$ cat src/rtl/morse_letter_scroller.sv
// ---------------------------------------------------------------------------
// morse_letter_scroller
//
// Purpose:
//   Sits after the Morse decoder. It captures a decoded letter code each
//   time the decoder's done level rises and queues it in a small circular
//   FIFO. Queued letters are then replayed one at a time. Each letter is
//   shown for HOLD cycles and followed by GAP blank cycles, so a 7-segment
//   display can present a readable scrolling message. The decoder's
//   per-letter timing is decoupled from the display's human-visible timing.
//
// Ports:
//   clk        in   rising-edge clock, the only clock
//   reset      in   synchronous, active-high reset
//   letter     in   [4:0] decoded letter code (0=a .. 25=z), valid while done=1
//   done       in   decoder completion level; each 0->1 transition pushes
//   clear      in   synchronous flush, same effect as reset
//   cur_letter out  [4:0] letter currently shown (meaningful while cur_valid=1)
//   cur_valid  out  high while a letter is being shown
//   count      out  [ADDR_W:0] number of queued, not-yet-shown letters
//   full       out  count == DEPTH
//   empty      out  count == 0
//   overflow   out  sticky; set when a push is dropped on a full FIFO
//
// Codes 26..31 are not range-checked; they are stored and shown unchanged.
// ---------------------------------------------------------------------------
module morse_letter_scroller #(
  parameter int DEPTH  = 8,
  parameter int ADDR_W = 3,
  parameter int HOLD   = 16,
  parameter int GAP    = 4,
  parameter int CNT_W  = 16
) (
  input  logic              clk,
  input  logic              reset,
  input  logic [4:0]        letter,
  input  logic              done,
  input  logic              clear,
  output logic [4:0]        cur_letter,
  output logic              cur_valid,
  output logic [ADDR_W:0]   count,
  output logic              full,
  output logic              empty,
  output logic              overflow
);

  typedef enum logic [1:0] {
    ST_IDLE = 2'd0,
    ST_SHOW = 2'd1,
    ST_GAP  = 2'd2
  } state_t;

  localparam logic [ADDR_W:0]   DEPTH_C   = (ADDR_W + 1)'(DEPTH);
  localparam logic [ADDR_W:0]   COUNT_ONE = (ADDR_W + 1)'(1);
  localparam logic [ADDR_W-1:0] PTR_ONE   = ADDR_W'(1);
  localparam logic [CNT_W-1:0]  HOLD_LOAD = CNT_W'(HOLD - 1);
  localparam logic [CNT_W-1:0]  GAP_LOAD  = CNT_W'(GAP - 1);
  localparam logic [CNT_W-1:0]  TIMER_ONE = CNT_W'(1);

  // Letter storage. No reset so it maps onto distributed/block RAM. The read
  // port is the registered cur_letter load in the FSM below.
  logic [4:0] mem [DEPTH];

  logic [ADDR_W-1:0] wr_ptr_reg;
  logic [ADDR_W-1:0] rd_ptr_reg;
  logic [ADDR_W:0]   count_reg;
  logic              done_q_reg;
  logic [CNT_W-1:0]  timer_reg;
  state_t            state_reg;
  logic [4:0]        cur_letter_reg;
  logic              cur_valid_reg;
  logic              overflow_reg;
  logic              full_reg;
  logic              empty_reg;

  logic              push;
  logic              pop;
  logic              push_ok;
  logic [ADDR_W:0]   count_next;

  // Push/pop decisions use only registered state plus the done/letter inputs.
  // Nothing here feeds an output combinationally.
  always_comb begin
    push       = done & ~done_q_reg;
    // pop depends on the registered count. A letter written into an empty
    // FIFO therefore cannot be popped until the following cycle.
    pop        = (state_reg == ST_IDLE) && (count_reg != '0);
    // When the FIFO is full, a push is still accepted if the same edge pops.
    // The pop reads the old slot contents while the push overwrites that
    // slot, because rd_ptr == wr_ptr when the FIFO is full.
    push_ok    = push && ((count_reg != DEPTH_C) || pop);
    count_next = count_reg;
    if (push_ok && !pop) begin
      count_next = count_reg + COUNT_ONE;
    end else if (!push_ok && pop) begin
      count_next = count_reg - COUNT_ONE;
    end
  end

  always_ff @(posedge clk) begin
    if (push_ok) begin
      mem[wr_ptr_reg] <= letter;
    end
  end

  // FIFO bookkeeping and display FSM. Reset and clear act identically.
  always_ff @(posedge clk) begin
    if (reset || clear) begin
      wr_ptr_reg     <= '0;
      rd_ptr_reg     <= '0;
      count_reg      <= '0;
      done_q_reg     <= 1'b0;
      timer_reg      <= '0;
      state_reg      <= ST_IDLE;
      cur_letter_reg <= '0;
      cur_valid_reg  <= 1'b0;
      overflow_reg   <= 1'b0;
      full_reg       <= 1'b0;
      empty_reg      <= 1'b1;
    end else begin
      done_q_reg <= done;
      count_reg  <= count_next;
      full_reg   <= (count_next == DEPTH_C);
      empty_reg  <= (count_next == '0);

      if (push_ok) begin
        wr_ptr_reg <= wr_ptr_reg + PTR_ONE;
      end
      if (push && !push_ok) begin
        overflow_reg <= 1'b1;
      end

      case (state_reg)
        ST_IDLE: begin
          cur_valid_reg <= 1'b0;
          if (pop) begin
            cur_letter_reg <= mem[rd_ptr_reg];
            rd_ptr_reg     <= rd_ptr_reg + PTR_ONE;
            timer_reg      <= HOLD_LOAD;
            cur_valid_reg  <= 1'b1;
            state_reg      <= ST_SHOW;
          end
        end
        ST_SHOW: begin
          // The timer is loaded with HOLD-1 and leaves on zero. The letter
          // is therefore visible for exactly HOLD cycles.
          if (timer_reg == '0) begin
            timer_reg     <= GAP_LOAD;
            cur_valid_reg <= 1'b0;
            state_reg     <= ST_GAP;
          end else begin
            timer_reg <= timer_reg - TIMER_ONE;
          end
        end
        ST_GAP: begin
          // cur_letter keeps its last value here. Only cur_valid is low.
          if (timer_reg == '0) begin
            state_reg <= ST_IDLE;
          end else begin
            timer_reg <= timer_reg - TIMER_ONE;
          end
        end
        default: begin
          cur_valid_reg <= 1'b0;
          state_reg     <= ST_IDLE;
        end
      endcase
    end
  end

  assign cur_letter = cur_letter_reg;
  assign cur_valid  = cur_valid_reg;
  assign count      = count_reg;
  assign full       = full_reg;
  assign empty      = empty_reg;
  assign overflow   = overflow_reg;

endmodule

$ cat config.mk
export PLATFORM = sky130hd
export DESIGN_NAME = morse_letter_scroller
export DESIGN_NICKNAME = d
export VERILOG_FILES = /design/src/rtl/morse_letter_scroller.sv
export SDC_FILE = /design/constraint.sdc
export NUM_CORES = 1
export LEC_CHECK = 0
export CAP_MARGIN = 15
export CORE_AREA = 4 4 69 102
export CTS_BUF_LIST = sky130_fd_sc_hd__clkbuf_2
export CTS_CLUSTER_SIZE = 10
export DETAILED_ROUTE_END_ITERATION = 8
export DIE_AREA = 0 0 73 106
export GPL_TIMING_DRIVEN = 0
export PLACE_DENSITY = 0.87
export SLEW_MARGIN = 20
export SYNTH_ARGS = -nofsm -noshare
export SYNTH_HDL_FRONTEND = slang
export SYNTH_SLANG_ARGS = --single-unit
$ cat constraint.sdc
create_clock -name clk -period 3.2 [get_ports clk]
set_input_delay 0.64 -clock clk [delete_from_list [all_inputs] [get_ports clk]]
set_output_delay 0.64 -clock clk [all_outputs]
set_load 0.02 [all_outputs]
==> results.md <==
- For this design, the CTS-stage hold fixing added 0 buffers.
- The worst clock skew is 0.0251 ns.
- The first-pass detailed-route iteration total is 4.
- The data required time at the worst endpoint is 3.66 ns.
- The start point of the worst min-delay path is cur_valid.
- Summed over all layers, the global routing overflow is 0.
- The count of boundary I/O pins is 22.
- The maximum buffer depth of the clock tree is 2.
- The worst hold path terminates at cur_valid.
- At the end of routability-driven placement, the weighted congestion stood at 0.914.
- The average cell area after synthesis is 11.6 sq um.
- The class of the most critical setup path is flop to flop.
- In this run the critical register-to-register path is captured at timer_reg[4].
- The post-synthesis share of cell area spent on xor and xnor gates is 1.95%.
- Setup violations remaining at the end of the flow were counted as 0.
- For this run, the total global-route usage over all layers was measured as 20.3%.
- The clock root buffer master is sky130_fd_sc_hd__clkbuf_2.
- The final design area excluding fillers is 0.00401 sq mm.
- The arithmetic-cell share of the synthesized area counting full adders, half adders and majority gates is 3.48%.
- The most used flip-flop cell after synthesis is sky130_fd_sc_hd__edfxtp_1.
- The ratio of routed vias to standard cells is 6.10.
- TritonCTS built the clock tree.
- The delay of the slowest cell on the worst path is 0.45 ns.
- The average wire per standard cell is 17.0 um.
- The half-perimeter wire length after placement is 5300 um.
- The via count of the first global-routing pass is 2643.
- The final critical path takes up 82.9% of the cycle.
- The buffers inserted during post-CTS setup optimization is 0.
- The setup TNS after final layout is 0 ns.
- The clock transition at the register clock pins on the worst setup and hold paths after CTS is 0.24 ns.
- Power comes to 2170 uW.
- The worst-case IR drop observed on VDD is 0.412 mV.
- The count of inserted antenna diode cells is 0.
- In this run, synthesis inferred 40 flip-flops with an integrated enable.
- The total leakage power is 0.00137 uW.
- Entering global routing, the biggest net connects 17 pins.
- The async set or reset register ratio after synthesis is 0%.
- The fraction of synthesized area in multiplexers is 8.80%.
- The area fraction in compound gates after synthesis is 12.9%.
- The initial antenna violation count came to 0.
- The number of flip-flops under the largest register name is 40.
- The reg-to-reg critical path startpoint is timer_reg[0].
- The total routed wirelength is 7150 um.
- The starting utilization of the core area is 58.3%.
- The H-tree depth reported by CTS is 3.
- Timing would allow up to 0.377 GHz.
- The synthesized instance count is 310.
- The horizontal die dimension is 73 um.
- The initial DRC count is 146.
- The run finished with clean final reports.
- The worst hold path passes through 2 cells.
- The critical path launch point type is a flop.
- The later pin in the worst-skew pair is clocked with a latency of 0.54 ns.
- The worst path in the final design needs a cycle of 2.65 ns, including I/O delays and setup.
- The core region is 0.00617 sq mm.
- After detailed placement, the total cell area comes to 0.00390 sq mm.
- The sequential element share of the synthesized area is 54.5%.
- For this run, the number of Yosys warnings is 0.
- In this run, post-CTS repair resized a total of 0 instances.
- The quantity of I/O buffers inserted on ports is 21.
- The clock drives 78 sinks.
- The min-delay analysis places its worst path in the category flop to flop.
- The synthesized netlist occupies a cell area of 0.00360 sq mm.
- The detail route stage leaves a number of antenna-violating nets equal to 0.
- The cell with the largest stage delay on the worst path is sky130_fd_sc_hd__or3b_2.
- The first global-routing pass estimated 12100 um of wire.
- The worst hold slack is 0.506 ns.
- The slew at the pin with the worst max-slew slack is 0.940 ns.
- In this run, synthesis produced a sequential element count of 78.
- After synthesis, the largest family of logic cells by area is simple AND/OR/NAND/NOR gates.
- The standard-cell row count is 35.
- The max-cap check violation count is 0.
- From synthesis to final layout, the design area changed by 11.4%.
- Setup repair after global routing left no endpoint under its margin.
- The die covers 0.00774 sq mm.
- The final hold violation count was 0.
- Counting cells, the worst reg-to-reg path comes to 8.
- Walking the worst path, the cells encountered are inv_1 -> ha_1 -> or3b_2 -> clkbuf_1 -> nor4_4 -> a31oi_1 -> and3_1 -> o221a_2.
- Headroom to the max-slew limit came out at 36.7%.
- The total vias in the final route is 2566.
- The register-to-register path setup slack is 0.55 ns.
- Buffers inserted during clock tree synthesis total 9.
- In this run, distinct cell masters in the synthesized netlist total 54.
- The worst path arrival time is 3.11 ns.
- The number of nets in the finished design is 361.
- The synthesized netlist net count is 329.
- The fraction of layout cells with a size suffix above 1 is 11.2%.
- Summing the areas of all and, or, nand and nor instances in the mapped netlist gives 15.9% of the synthesized area.
- The maximum fanout count along the critical path is 6.
- The endpoint kind of the worst setup timing path is a flop.
- The vertical die dimension is 106 um.
- Power spread over the standard cell area amounts to 542 mW/mm^2.
- The DRC violations left is 0.
- The count of final max-slew check failures is 0.
-- synth_stat cells (3+ instances only) --
master                     count  area share [%]
sky130_fd_sc_hd__xnor2_1       5             1.2
sky130_fd_sc_hd__nand2b_1      3            0.52
sky130_fd_sc_hd__nand4_1       6             1.0
sky130_fd_sc_hd__a21boi_0      4            0.83
sky130_fd_sc_hd__and3_1        3            0.52
sky130_fd_sc_hd__a21boi_1      5             1.0
sky130_fd_sc_hd__nor3_1        8             1.1
sky130_fd_sc_hd__mux2i_1       8             2.2
sky130_fd_sc_hd__a31oi_1       4            0.70
sky130_fd_sc_hd__edfxtp_1     40              33
sky130_fd_sc_hd__xor2_1        3            0.73
sky130_fd_sc_hd__nand2_1      21             2.2
sky130_fd_sc_hd__buf_2         3            0.42
sky130_fd_sc_hd__a211oi_1      6             1.3
sky130_fd_sc_hd__inv_1         8            0.83
sky130_fd_sc_hd__nor2_1       34             3.5
sky130_fd_sc_hd__mux4_2       10             6.3
sky130_fd_sc_hd__nor4_1        5            0.87
sky130_fd_sc_hd__clkbuf_1     11             1.1
sky130_fd_sc_hd__or3_1         5            0.87
sky130_fd_sc_hd__nand3_1       7            0.97
sky130_fd_sc_hd__o21ai_0      10             1.4
sky130_fd_sc_hd__a21oi_1       8             1.1
sky130_fd_sc_hd__dfxtp_1      38              21
sky130_fd_sc_hd__a32o_1        3            0.83
sky130_fd_sc_hd__ha_1         10             3.5
-- through the flow --
| step | utilization, % | setup WS (ns) | std cells |
|---|---|---|---|
| 3_5_place_dp | 63.2 | 0.486 | 405 |
| 3_3_place_gp | 63.2 | 0.571 | 405 |
| 2_1_floorplan | - | 0.938 | 310 |
| 4_1_cts | 64.9 | 0.611 | 421 |
| 5_1_grt | 64.9 | 0.436 | 421 |
| 6_report | 64.9 | 0.547 | 421 |
-- worst max-delay path by stage --
stage | from | end | slack [ns] | depth (start not counted)
2_1_floorplan | count[0] | mem[0][0] | 0.94 | 5
3_5_place_dp | done | mem[0][3] | 0.49 | 4
3_3_place_gp | done | mem[0][3] | 0.57 | 4
5_1_grt | timer_reg[0] | timer_reg[1] | 0.44 | 9
6_report | timer_reg[0] | timer_reg[4] | 0.55 | 8
4_1_cts | timer_reg[0] | timer_reg[4] | 0.61 | 8
-- placed cells by master (no fill, tap or decap), drive strengths merged, types with 3 or more instances in the layout --
master	netlist	final
nand3	7	7
a32o	3	3
a31oi	4	4
a21oi	8	8
a21boi	9	9
dfxtp	38	38
o21ai	13	13
edfxtp	40	40
o221a	3	3
nand2b	3	3
clkbuf	11	20
nor2	34	34
inv	8	13
and3	3	3
xor2	3	3
xnor2	5	5
nor3	8	8
or3	5	5
mux4	10	10
or4	3	3
a211oi	6	6
nand4	6	6
buf	3	3
clkdlybuf4s50	0	21
o31a	3	3
nor4	6	6
mux2i	8	8
ha	10	10
nand2	21	21
-- cell families after synthesis --
kind of cell	after synthesis
buffers and inverters	22
adder cells (fa/ha/maj)	10
AO/OA/AOI/OAI	64
AND/OR/NAND/NOR	109
XOR/XNOR	8
multiplexers	19
flip-flops	78
-- critical path: cells and delay by family, from the launching register on --
kind	cells	cell delay, ns
AO/OA/AOI/OAI	2	0.55
AND/OR/NAND/NOR	3	1.09
adder cells (fa/ha/maj)	1	0.21
buffers and inverters	2	0.30
flip-flops	1	0.41
-- per-layer routing --
| metal | share of wire [%] | vias up | track usage, % |
|---|---|---|---|
| li1 | - | 1241 | - |
| met1 | 39 | 1246 | 22.1 |
| met2 | 54 | 59 | 35.7 |
| met3 | 3.6 | 20 | 5.11 |
| met4 | 3.0 | 0 | 9.76 |
| met5 | 0 | - | 0 |
-- power breakdown --
| part | total (uW) | leakage, uW | switching [uW] | internal, uW |
|---|---|---|---|---|
| registers | 1110 | 0.000671 | 26.4 | 1080 |
| clock network | 510 | 0.0000634 | 388 | 122 |
| logic | 553 | 0.000639 | 340 | 214 |
-- area by class of cell --
type / instances / area (sq um)
plain buffers: 14 / 56.3
clock buffers: 9 / 45.0
clock inverters: 7 / 63.8
fillers: 486 / 2160
inverters: 8 / 30.0
multi-input cells: 210 / 1550
flip-flops and latches: 78 / 1960
well taps: 74 / 92.6
repair buffers: 21 / 210
Power figures use the tool's default switching activity.
==> variant 1: new RTL, same settings <==
Set the parameter `CNT_W` to 18 (it was 16).
--- a/src/rtl/morse_letter_scroller.sv
+++ b/src/rtl/morse_letter_scroller.sv
@@ -29,7 +29,7 @@
   parameter int ADDR_W = 3,
   parameter int HOLD   = 16,
   parameter int GAP    = 4,
-  parameter int CNT_W  = 16
+  parameter int CNT_W  = 18
 ) (
   input  logic              clk,
   input  logic              reset,
Check against the original RTL: no difference found for any inputs over 10 cycles, from zero or initial values; that may be too few to reach the edited logic, so the function may still have changed.
==> variant 1 against the unedited design <==
  * Total power increased by 12%
  * Area after synthesis up 1.5%
  * Fmax decreased by 8.4%
  * Via count up 0.94%
  * Design area grew 2.5%
  * Setup slack worse by 0.24 ns
  * Die area unchanged
  * Routed wire length down 0.95%
  * Critical endpoint is now timer_reg[11]$_SDFFE_PP0P_
  * Sequential cell count grew 2
==> variant 1: results (changes against the unedited design) <==
Synth
  – Mux share of post-synthesis cell area: 8.359% (-0.44 points)
  – Number of library cell types mapped by synthesis: 58 (+7.4%)
  – Synth Area per Inst: 11.78 um^2 (+1.5%)
  – Synth cell count leaders: 40 x dfxtp_1, 40 x edfxtp_1, 32 x nor2_1
  – Syn_nets: 330 (+0.30%)
  – Post-Synth Adder-Cell Area: 3.768% (+0.29 points)
  – Sequential area share after synthesis: 54.81% (+0.29 points)
  – Synth Area in XOR/XNOR: 1.679% (-0.27 points)
  – Area contributors post-synth: edfxtp_1 33%, dfxtp_1 22%, mux4_2 6.2%
  – Compound-Gate Fraction of Synth Area: 12.06% (-0.88 points)

Outcome
  – Status: complete, no violations

Setup path
  – Cell at the slowest stage of the critical path: or4_2
  – Crit path DAT: 3.38 ns (+0.27 ns)
  – Max incr delay on CP: 0.56 ns (+0.11 ns)
  – Largest fanout on the critical path: 8 (+2)

Detailed routing
  – Routed WL per cell: 16.82 um (-0.95%)
  – Wl on met1: 2751 um (-1.7%)
  – Met2 routed WL: 3972 um (+2.3%)
  – Starting DRC count in detailed routing: 144 (-1.4%)
  – Met3 WL: 229 um (-9.8%)
  – Via-to-Cell Ratio: 6.152 (+0.94%)

Layout
  – Fillers: 452 (-7.0%)
  – Layout cells sized above 1: 12.68% (+1.4 points)
  – Final core occ: 66.55% (+1.6 points)
  – Final net count: 362 (+0.28%)

Place
  – Placer Congestion: 0.8833 (-3.4%)
  – Pre-CTS WS: 0.2358 ns (-0.2505 ns)
  – Placed cell area: 3955 um^2 (+1.4%)

Global route
  – Grt met3 use: 2.649% (-2.5 points)
  – First-pass GRT wire length: 12010 um (-1.0%)
  – Global Route met2 Usage: 35.34% (-0.38 points)
  – Number of global-route vias before repair: 2618 (-0.95%)
  – Total track usage: 19.78% (-0.56 points)
  – Global routing usage on met1: 22.25% (+0.15 points)

Pwr
  – Leak: 1.387 nW (+1.0%)
  – Peak supply drop: 0.0004775 V (+16%)
  – Switching part of the total: 31.68% (-3.0 points)
  – Reg power frac: 47.7% (-3.4 points)

Timing
  – Clock Skew: 0.02168 ns (-0.003380 ns)
  – Worst-Margin Slew: 0.8335 ns (-0.1069 ns)
[variant 1: changes by cell type after synthesis, sizes merged, moves of 3 or more]
cell / before / now
or4b: 0 / 4
a31oi: 4 / 1
nand4: 6 / 1
a32o: 3 / 0
o31ai: 2 / 7
o31a: 3 / 0
o21ai: 13 / 9
nand2: 21 / 11
a21oi: 8 / 18
nor3: 8 / 2
or4: 3 / 12
or2: 1 / 5
a21boi: 9 / 1
[variant 1: final timing paths]
path                                              endpoint  cells after the start  slack [ns]                 startpoint
worst max-delay path            timer_reg[11]$_SDFFE_PP0P_                      9        0.30        count[0]$_SDFF_PP0_
worst min-delay path             timer_reg[3]$_SDFFE_PP0P_                      2        0.50  timer_reg[3]$_SDFFE_PP0P_
worst max register to register  timer_reg[11]$_SDFFE_PP0P_                      9        0.30        count[0]$_SDFF_PP0_
worst min register to register   timer_reg[3]$_SDFFE_PP0P_                      2        0.50  timer_reg[3]$_SDFFE_PP0P_
[variant 1: cell type report]
class                   instances  area share [%]
plain buffers                  15           1.553
clock buffers                   9           1.096
clock inverters                 7           2.649
inverters                       8          0.7308
multi-input cells             207           37.88
flip-flops and latches         80           48.72
well taps                      74           2.253
repair buffers                 21           5.116
[variant 1: power by group through the flow]
stage	clock, mW	sequential (mW)	combinational, mW
CTS	0.670	1.16	0.609
global placement	0	1.18	0.587
detailed placement	0	1.18	0.605
finish	0.657	1.16	0.615
global route	0.709	1.17	0.678
floorplan	0	1.19	0.450
[variant 1: cell families after synthesis]
logic type / count (synthesis)
buf+inv: 23
flops: 80
fa+ha+maj: 11
compound gates: 65
xor+xnor: 7
simple gates: 106
mux: 18
[variant 1: worst min-delay path: stages, from the launching register on]
cell and delay (ns):
dfxtp_1 0.37, nand2_1 0.06, o22ai_1 0.06
==> variant 2: new RTL, config.mk and constraints unchanged <==
Made on the original files. Re-encode `state_t` (3 states) as one-hot, 3 bits wide.
--- a/src/rtl/morse_letter_scroller.sv
+++ b/src/rtl/morse_letter_scroller.sv
@@ -44,10 +44,10 @@
   output logic              overflow
 );
 
-  typedef enum logic [1:0] {
-    ST_IDLE = 2'd0,
-    ST_SHOW = 2'd1,
-    ST_GAP  = 2'd2
+  typedef enum logic [2:0] {
+    ST_IDLE = 3'b001,
+    ST_SHOW = 3'b010,
+    ST_GAP  = 3'b100
   } state_t;
 
   localparam logic [ADDR_W:0]   DEPTH_C   = (ADDR_W + 1)'(DEPTH);
Check against the original RTL: same outputs for any inputs over 10 cycles, from zero or initial values; not proved beyond that.
==> variant 2 against the unedited design <==
  * Count of clock-buffer cells in the layout unchanged
  * Sequential cell count increased by 1
  * Clock power increased by 5.7%
  * Cell count increased by 2.6%
  * Sequential share of layout area decreased by 0.44 points
  * Area after synthesis increased by 1.7%
  * Total power increased by 0.77%
  * Routed wire length about the same
  * Setup slack got worse by 0.20 ns
  * Design area increased by 1.9%
  * Non-clock buffer count increased by 4
  * Critical path type unchanged
  * Critical endpoint is now mem[5][1]$_DFFE_PP_
  * Highest routed layer unchanged
==> variant 2: results (changes against the unedited design) <==
Hold path
  – Worst hold start: timer_reg[13]$_SDFFE_PP0P_
  – Hold Path Sink: timer_reg[13]$_SDFFE_PP0P_

Timing
  – Relative slew slack: 25.55% (-11 points)

Place
  – Placer Congestion: 0.9227 (+0.91%)
  – Dpl cells: 416 (+2.7%)
  – Post-detail-place hpwl: 5244 um (-1.1%)

Synth
  – Area contributors post-synth: edfxtp_1 33%, dfxtp_1 21%, mux4_2 6.2%
  – Synth cell count leaders: 40 x edfxtp_1, 39 x dfxtp_1, 26 x nor2_1
  – Syn_nets: 337 (+2.4%)
  – Number of library cell types mapped by synthesis: 60 (+11%)

Setup path
  – Reg-to-Reg Start: count[1]$_SDFF_PP0_
  – Max incr delay on CP: 0.73 ns (+0.28 ns)
  – Crit path DAT: 3.05 ns (-0.06 ns)
  – RR Endpoint: mem[5][1]$_DFFE_PP_
  – Setup slack, reg-to-reg: 0.34 ns (-0.20 ns)

Global route
  – First-pass GRT wire length: 12160 um (+0.22%)
  – Grt met3 use: 4.920% (-0.19 points)
  – Global routing usage on met1: 23.74% (+1.6 points)
  – Total track usage: 20.30% (-0.035 points)

Clock tree
  – Clock slew at reported path FFs: 0.27 ns (+0.03 ns)

Outcome
  – Status: complete, no violations

Pwr
  – Leak: 1.344 nW (-2.1%)

Detailed routing
  – Total wire length: 7152 um (about the same)
  – Routed WL per cell: 16.56 um (-2.5%)
  – Met3 WL: 321 um (+26%)

Layout
  – Final net count: 369 (+2.2%)
  – Layout cells sized above 1: 12.01% (+0.77 points)
==> variant 2: through the flow <==
| stage | setup slack (ns) | util (%) | hold slack, ns |
|---|---|---|---|
| finish | 0.3430 | 66.20 | 0.5069 |
| global route | 0.05639 | 66.20 | 0.5414 |
| CTS | 0.3326 | 66.10 | 0.5069 |
| detailed placement | -0.1034 | 64.15 | 0.4760 |
| global placement | -0.01902 | 64.15 | 0.4553 |
| floorplan | 0.7403 | - | 0.4578 |
==> variant 2: worst max-delay path by stage <==
stage,startpoint,endpoint,cells after the start
3_5_place_dp,done,mem[2][3]$_DFFE_PP_,5
3_3_place_gp,done,mem[2][2]$_DFFE_PP_,5
4_1_cts,count[1]$_SDFF_PP0_,mem[5][4]$_DFFE_PP_,6
5_1_grt,count[1]$_SDFF_PP0_,mem[5][0]$_DFFE_PP_,6
6_report,count[1]$_SDFF_PP0_,mem[5][1]$_DFFE_PP_,6
2_1_floorplan,count[0]$_SDFF_PP0_,mem[3][0]$_DFFE_PP_,6
==> variant 2: layout make-up <==
class | count | area share (%)
flip-flops and latches | 79 | 48.48
repair buffers | 21 | 5.142
multi-input cells | 218 | 38.41
well taps | 74 | 2.265
plain buffers | 18 | 2.204
clock inverters | 7 | 1.837
inverters | 6 | 0.5510
clock buffers | 9 | 1.102
==> variant 2: kinds of logic after synthesis <==
logic type	share of synthesized area, %
multiplexers	7.798
AND/OR/NAND/NOR	18.54
flip-flops	54.17
buffers and inverters	3.078
adder cells (fa/ha/maj)	2.394
XOR/XNOR	1.676
AO/OA/AOI/OAI	12.35
==> variant 2: report_power, final <==
part           switching, mW  leakage [nW]  internal (mW)
clock                  0.406        0.0716          0.132
combinational          0.314         0.594          0.203
sequential            0.0334         0.679           1.10
